## src/rtl/arith_pkg.sv

```systemverilog
// Shared arithmetic-unit definitions: divider state encoding, default width
// and an absolute-value helper usable by both the divider and the multiplier.
package arith_pkg;

   localparam int DIV_DW = 32;

   typedef enum logic [1:0] {IDLE, RUN, FIX, DONE} div_state_t;

   function automatic logic [2*DIV_DW-1:0] abs_val(input logic [2*DIV_DW-1:0] x);
      return x[2*DIV_DW-1] ? -x : x;
   endfunction

endpackage

```

## src/rtl/div_step.sv

```systemverilog
// One restoring-division iteration: trial subtract of the divisor from the
// already-shifted partial remainder, yielding the next remainder and quotient bit.
module div_step
   import arith_pkg::*;
#(
   parameter int DW = DIV_DW
) (
   input  logic [DW:0]   prem,
   input  logic [DW-1:0] dsr,
   output logic [DW-1:0] rem_nxt,
   output logic          qbit
);

   // The partial remainder stays below 2*dsr, so a kept difference always fits DW bits.
   assign qbit    = (prem >= {1'b0, dsr});
   assign rem_nxt = qbit ? (prem[DW-1:0] - dsr) : prem[DW-1:0];

endmodule

```

## src/rtl/booth_divider.sv

```systemverilog
// Sequential signed 2*DW / DW divider: magnitude restoring engine, one quotient
// bit per cycle, truncating signs applied in a final fixup cycle.
module booth_divider
   import arith_pkg::*;
#(
   parameter int DW = DIV_DW
) (
   input  logic            clk,
   input  logic            rst_n,
   input  logic            start,
   input  logic [2*DW-1:0] dividend,
   input  logic [DW-1:0]   divisor,
   output logic            busy,
   output logic            done,
   output logic [DW-1:0]   quotient,
   output logic [DW-1:0]   remainder,
   output logic            overflow,
   output logic            div_by_zero
);

   localparam int CW = $clog2(DW);

   div_state_t      state;
   logic [CW-1:0]   cnt;
   logic [DW-1:0]   rem_q, quo_q, dsr;
   logic            q_neg, r_neg, ovf_f, dbz_f;

   logic [2*DW-1:0] dvd_abs;
   logic [DW-1:0]   dsr_abs, step_rem;
   logic            step_q, pre_ovf, dsr_zero, post_ovf;

   assign dvd_abs  = dividend[2*DW-1] ? -dividend : dividend;
   assign dsr_abs  = divisor[DW-1] ? -divisor : divisor;
   assign dsr_zero = (divisor == '0);
   // Upper half >= divisor means the unsigned quotient needs more than DW bits.
   assign pre_ovf  = (dvd_abs[2*DW-1:DW] >= dsr_abs);
   // A negative result may reach -2^(DW-1); a positive one only 2^(DW-1)-1.
   assign post_ovf = q_neg ? (quo_q[DW-1] & (|quo_q[DW-2:0])) : quo_q[DW-1];

   div_step #(.DW(DW)) u_step (
      .prem    ({rem_q, quo_q[DW-1]}),
      .dsr     (dsr),
      .rem_nxt (step_rem),
      .qbit    (step_q)
   );

   always_ff @(posedge clk or negedge rst_n) begin
      if (!rst_n) begin
         state       <= IDLE;
         cnt         <= '0;
         rem_q       <= '0;
         quo_q       <= '0;
         dsr         <= '0;
         q_neg       <= 1'b0;
         r_neg       <= 1'b0;
         ovf_f       <= 1'b0;
         dbz_f       <= 1'b0;
         busy        <= 1'b0;
         done        <= 1'b0;
         quotient    <= '0;
         remainder   <= '0;
         overflow    <= 1'b0;
         div_by_zero <= 1'b0;
      end else begin
         case (state)
            IDLE: if (start) begin
               rem_q       <= dvd_abs[2*DW-1:DW];
               quo_q       <= dvd_abs[DW-1:0];
               dsr         <= dsr_abs;
               q_neg       <= dividend[2*DW-1] ^ divisor[DW-1];
               r_neg       <= dividend[2*DW-1];
               dbz_f       <= dsr_zero;
               ovf_f       <= pre_ovf;
               overflow    <= 1'b0;
               div_by_zero <= 1'b0;
               busy        <= 1'b1;
               cnt         <= CW'(DW-1);
               state       <= (dsr_zero || pre_ovf) ? FIX : RUN;
            end
            RUN: begin
               rem_q <= step_rem;
               quo_q <= {quo_q[DW-2:0], step_q};
               cnt   <= cnt - CW'(1);
               if (cnt == '0) state <= FIX;
            end
            FIX: begin
               done  <= 1'b1;
               state <= DONE;
               if (dbz_f) begin
                  // Register still holds |dividend|; re-signing restores the raw low half.
                  div_by_zero <= 1'b1;
                  quotient    <= '1;
                  remainder   <= r_neg ? -quo_q : quo_q;
               end else if (ovf_f || post_ovf) begin
                  overflow  <= 1'b1;
                  quotient  <= {1'b1, {(DW-1){1'b0}}};
                  remainder <= '0;
               end else begin
                  quotient  <= q_neg ? -quo_q : quo_q;
                  remainder <= r_neg ? -rem_q : rem_q;
               end
            end
            DONE: begin
               done  <= 1'b0;
               busy  <= 1'b0;
               state <= IDLE;
            end
            default: state <= IDLE;
         endcase
      end
   end

endmodule
```

## config.mk

```make
export PLATFORM = sky130hd
export DESIGN_NAME = booth_divider
export DESIGN_NICKNAME = d
export VERILOG_FILES = /design/src/rtl/arith_pkg.sv /design/src/rtl/div_step.sv /design/src/rtl/booth_divider.sv
export SDC_FILE = /design/constraint.sdc
export NUM_CORES = 1
export LEC_CHECK = 0
export BUFFER_PORTS_ARGS = -buffer_cell sky130_fd_sc_hd__buf_2
export CAP_MARGIN = 20
export CORE_AREA = 4 4 249 251
export CTS_BUF_LIST = sky130_fd_sc_hd__clkbuf_8
export CTS_CLUSTER_DIAMETER = 100
export DETAILED_ROUTE_END_ITERATION = 8
export DIE_AREA = 0 0 253 255
export PLACE_DENSITY = 0.46
export SKIP_CTS_REPAIR_TIMING = 1
export SLEW_MARGIN = 20
export SYNTH_ARGS = -nofsm -noshare
export SYNTH_HDL_FRONTEND = slang
export SYNTH_SLANG_ARGS = --single-unit
```

## constraint.sdc

```tcl
create_clock -name clk -period 3.9 [get_ports clk]
set_clock_uncertainty 0.15 [all_clocks]
set_input_delay 1.17 -clock clk [delete_from_list [all_inputs] [get_ports clk]]
set_output_delay 1.17 -clock clk [all_outputs]
set_load 0.05 [all_outputs]
```

==> run metrics <==
post-synthesis cell type count=72; Buf/Inv on CP=1; post-synthesis register bit count=175; largest driver fanout on the critical path=5; post-detailed-placement half-perimeter wirelength=42500 um; Slew Viols, Final=0; largest vdd supply drop=315 uV; RSZ-0062 raised after global routing=yes; number of vias per cell after detailed routing=4.83; most repeated library cell on the critical path=or4_4; layout overhead on the synthesized area=32.6%; Reg clk slew, reported paths=90 ps; post-synthesis instance total=1800; die height=255 um; Seq/Total Area, Yosys=30.8%; Remaining DRCs=0; critical-path cell with the highest stage delay=or4_4; Finish-stage setup viols=7; Finished Core Util=31.5%; Data required, critical path=4160 ps; xor and xnor fraction of the mapped netlist area=12.9%; Slew headroom=31.8%; placement-stage worst setup slack=-2300 ps; overall routed net length=53100 um; vias after detailed routing=14200; worst-path cell chain=buf_6 -> or4_4 -> or4_4 -> or4_4 -> nand2b_4 -> o41ai_4 -> xnor2_2 -> ha_1 -> a21o_1 -> a221oi_2 -> a2111oi_4 -> o31a_1 -> or4_4 -> a311oi_2; CTS tree=yes; count of buffers inserted at the top-level ports=166; run status=finished with violations; Starting Density=23.7%; wire length of the first global-routing pass=82200 um; final standard cell area without fillers=0.0189 mm2; CP Data Arrival Time=5620 ps; wire length per cell=18.0 um; clock root buffer master=clkbuf_8; max-capacitance violation count=0; global-route total usage across every layer=16.2%; main combinational cell family by area after synthesis=compound AO/OA/AOI/OAI gates; Top FF cell, synth=dfrtp_1; PnR Total Power=16.7 mW; top cell type's share of synthesized area=30.8%; failing checks=setup timing; largest net degree at the start of global routing=89; total power density per cell area=885 mW/mm2; Final Hold Fails=0; stage delay of the slowest cell on the critical path=570 ps; fin nets=2327; family of cells with the greatest summed delay on the critical path=simple AND/OR/NAND/NOR gates; post-synthesis instance area=0.0142 mm2; Antenna Nets Post-Route=0; simple-gate portion of the synthesized area=19.1%; site row count=90; area taken by flip-flops and latches=0.00438 mm2; most used cells in the layout excluding fill and tap cells=buf_4, nand2_1, a21oi_1, dfrtp_1, buf_2; detailed-router iteration count before antenna repair=5; Die ar.=0.0645 mm2; count of fill cells added during filler insertion=6392; slew at the pin closest to its max-slew limit=1020 ps; classification of the worst-slack hold path=reg2reg; TNS Setup=-4840 ps; number of antenna violations at the first check in global routing=3; H-tree levels=4; aggregate global routing overflow=0; highest clock frequency the design can meet=0.187 GHz; crit path setup slack, layout=-1460 ps; drt initial violations=723; Tmin final=5360 ps; count of pins on the block boundary=167; post-route non-filler standard cell count=2950; cell types occupying the most area after synthesis=dfrtp_1, xnor2_1, a21oi_1; Synth async-reset ratio=100%; kind of capture point of the worst setup path=flop; instance area after placement=0.0179 mm2; number of CTS-inserted buffers=17; maximum clock path buffer count=2; adder and majority cell fraction of the synthesized area=6.66%; portion of netlist area occupied by mux cells=0.652%; standard cell core area=0.0599 mm2; startpoint type of the worst setup path=input pin; most common library cell in the layout ignoring fill and taps=buf_4; Mean Syn Cell Area=7.90 um2; final estimated routing congestion in global placement=0.900; vias in the first global route=14200; layout cell share with drive strength beyond 1=26.7%; Period Utilization, post-route=137%; number of cells after detailed placement=2908; clk sinks=175; total number of yosys warnings=0; Crit Path Category=in2reg; leakage=8.35 nW; biggest area consumer among synthesized cells=dfrtp_1; insertion delay to the later sink of the worst-skew pair=520 ps; area taken by multi-input logic gates=0.00964 mm2; compound-cell area share of the yosys netlist=25.0%; number of enable flip-flop cells after synthesis=0; worst hold slack=338 ps; post-synth net total=1974; die extent in x=253 um
-- worst min-delay path, stage by stage (launching register included) --
cell     delay [ps]
dfrtp_1         350
nand2_1          50
o21ai_0          60
-- synthesized netlist by cell type, types with 9 or more instances --
| library cell | n |
|---|---|
| o22ai_1 | 10 |
| o21ai_1 | 10 |
| nor2_1 | 137 |
| nand2b_1 | 20 |
| a21oi_1 | 205 |
| o21ai_0 | 151 |
| nand2_1 | 216 |
| xnor2_1 | 121 |
| o31ai_1 | 47 |
| a21o_1 | 40 |
| or3_1 | 27 |
| xor2_1 | 88 |
| buf_1 | 16 |
| nor3_1 | 48 |
| dfrtp_1 | 175 |
| a31oi_1 | 22 |
| inv_1 | 58 |
| nand4_1 | 14 |
| ha_1 | 74 |
| nor2b_1 | 9 |
| o41ai_1 | 16 |
| clkbuf_1 | 108 |
| nand3_1 | 21 |
| a22oi_1 | 10 |
| or4_1 | 25 |
-- sequential cells by signal, indices dropped and copies added, names as in the netlist --
| signal | count |
|---|---|
| busy | 1 |
| cnt | 5 |
| dbz_f | 1 |
| div_by_zero | 1 |
| done | 1 |
| dsr | 32 |
| overflow | 1 |
| ovf_f | 1 |
| q_neg | 1 |
| quo_q | 32 |
| quotient | 32 |
| r_neg | 1 |
| rem_q | 32 |
| remainder | 32 |
| state | 2 |
-- layout make-up --
| class | count | share of cell area (%) |
|---|---|---|
| antenna | 2 | 0.0265 |
| clock buffer | 19 | 1.39 |
| clock inverter | 13 | 1.11 |
| inverter | 58 | 1.15 |
| multi-input combinational | 1441 | 51.1 |
| sequential | 175 | 23.2 |
| tap | 782 | 5.19 |
| timing repair buffer | 460 | 16.7 |
-- worst paths after layout --
path | cells after the start | from | slack (ps) | to
setup / recovery | 14 | dividend[13] | -1460 | state[0]$_DFFE_PN0P_
setup reg to reg | 13 | quo_q[1]$_DFFE_PN0P_ | 230 | remainder[17]$_DFFE_PN0P_
hold reg to reg | 2 | dsr[27]$_DFFE_PN0P_ | 340 | dsr[27]$_DFFE_PN0P_
min in group asynchronous | 1 | rst_n | 470 | quo_q[19]$_DFFE_PN0P_
hold / removal | 2 | dsr[27]$_DFFE_PN0P_ | 340 | dsr[27]$_DFFE_PN0P_
max in group asynchronous | 2 | rst_n | 2320 | remainder[28]$_DFFE_PN0P_
-- cells by family (layout without fill, tap and decap cells) --
family	after synthesis	count (layout)
DFF	175	175
buffers and inverters	184	550
adders and majority gates	75	75
xor gates and xnor gates	209	209
muxes	9	9
AOI/OAI and AO/OA	581	581
other	0	2
and+or+nand+nor	567	567
-- per-layer routing --
metal | track usage, % | wire (um) | vias to the layer above
met4 | 5.03 | 1230 | 2
met5 | 0 | 20 | -
li1 | - | - | 7130
met2 | 28.0 | 25600 | 270
met1 | 21.0 | 24200 | 6785
met3 | 2.43 | 2030 | 51
-- where the power goes --
group          leakage (nW)  total [mW]  switching [mW]  internal, mW
clock                 0.222        1.54           0.747         0.797
combinational          6.02        11.6            7.29          4.30
sequential             2.10        3.56           0.846          2.71
Power figures use the tool's default switching activity.
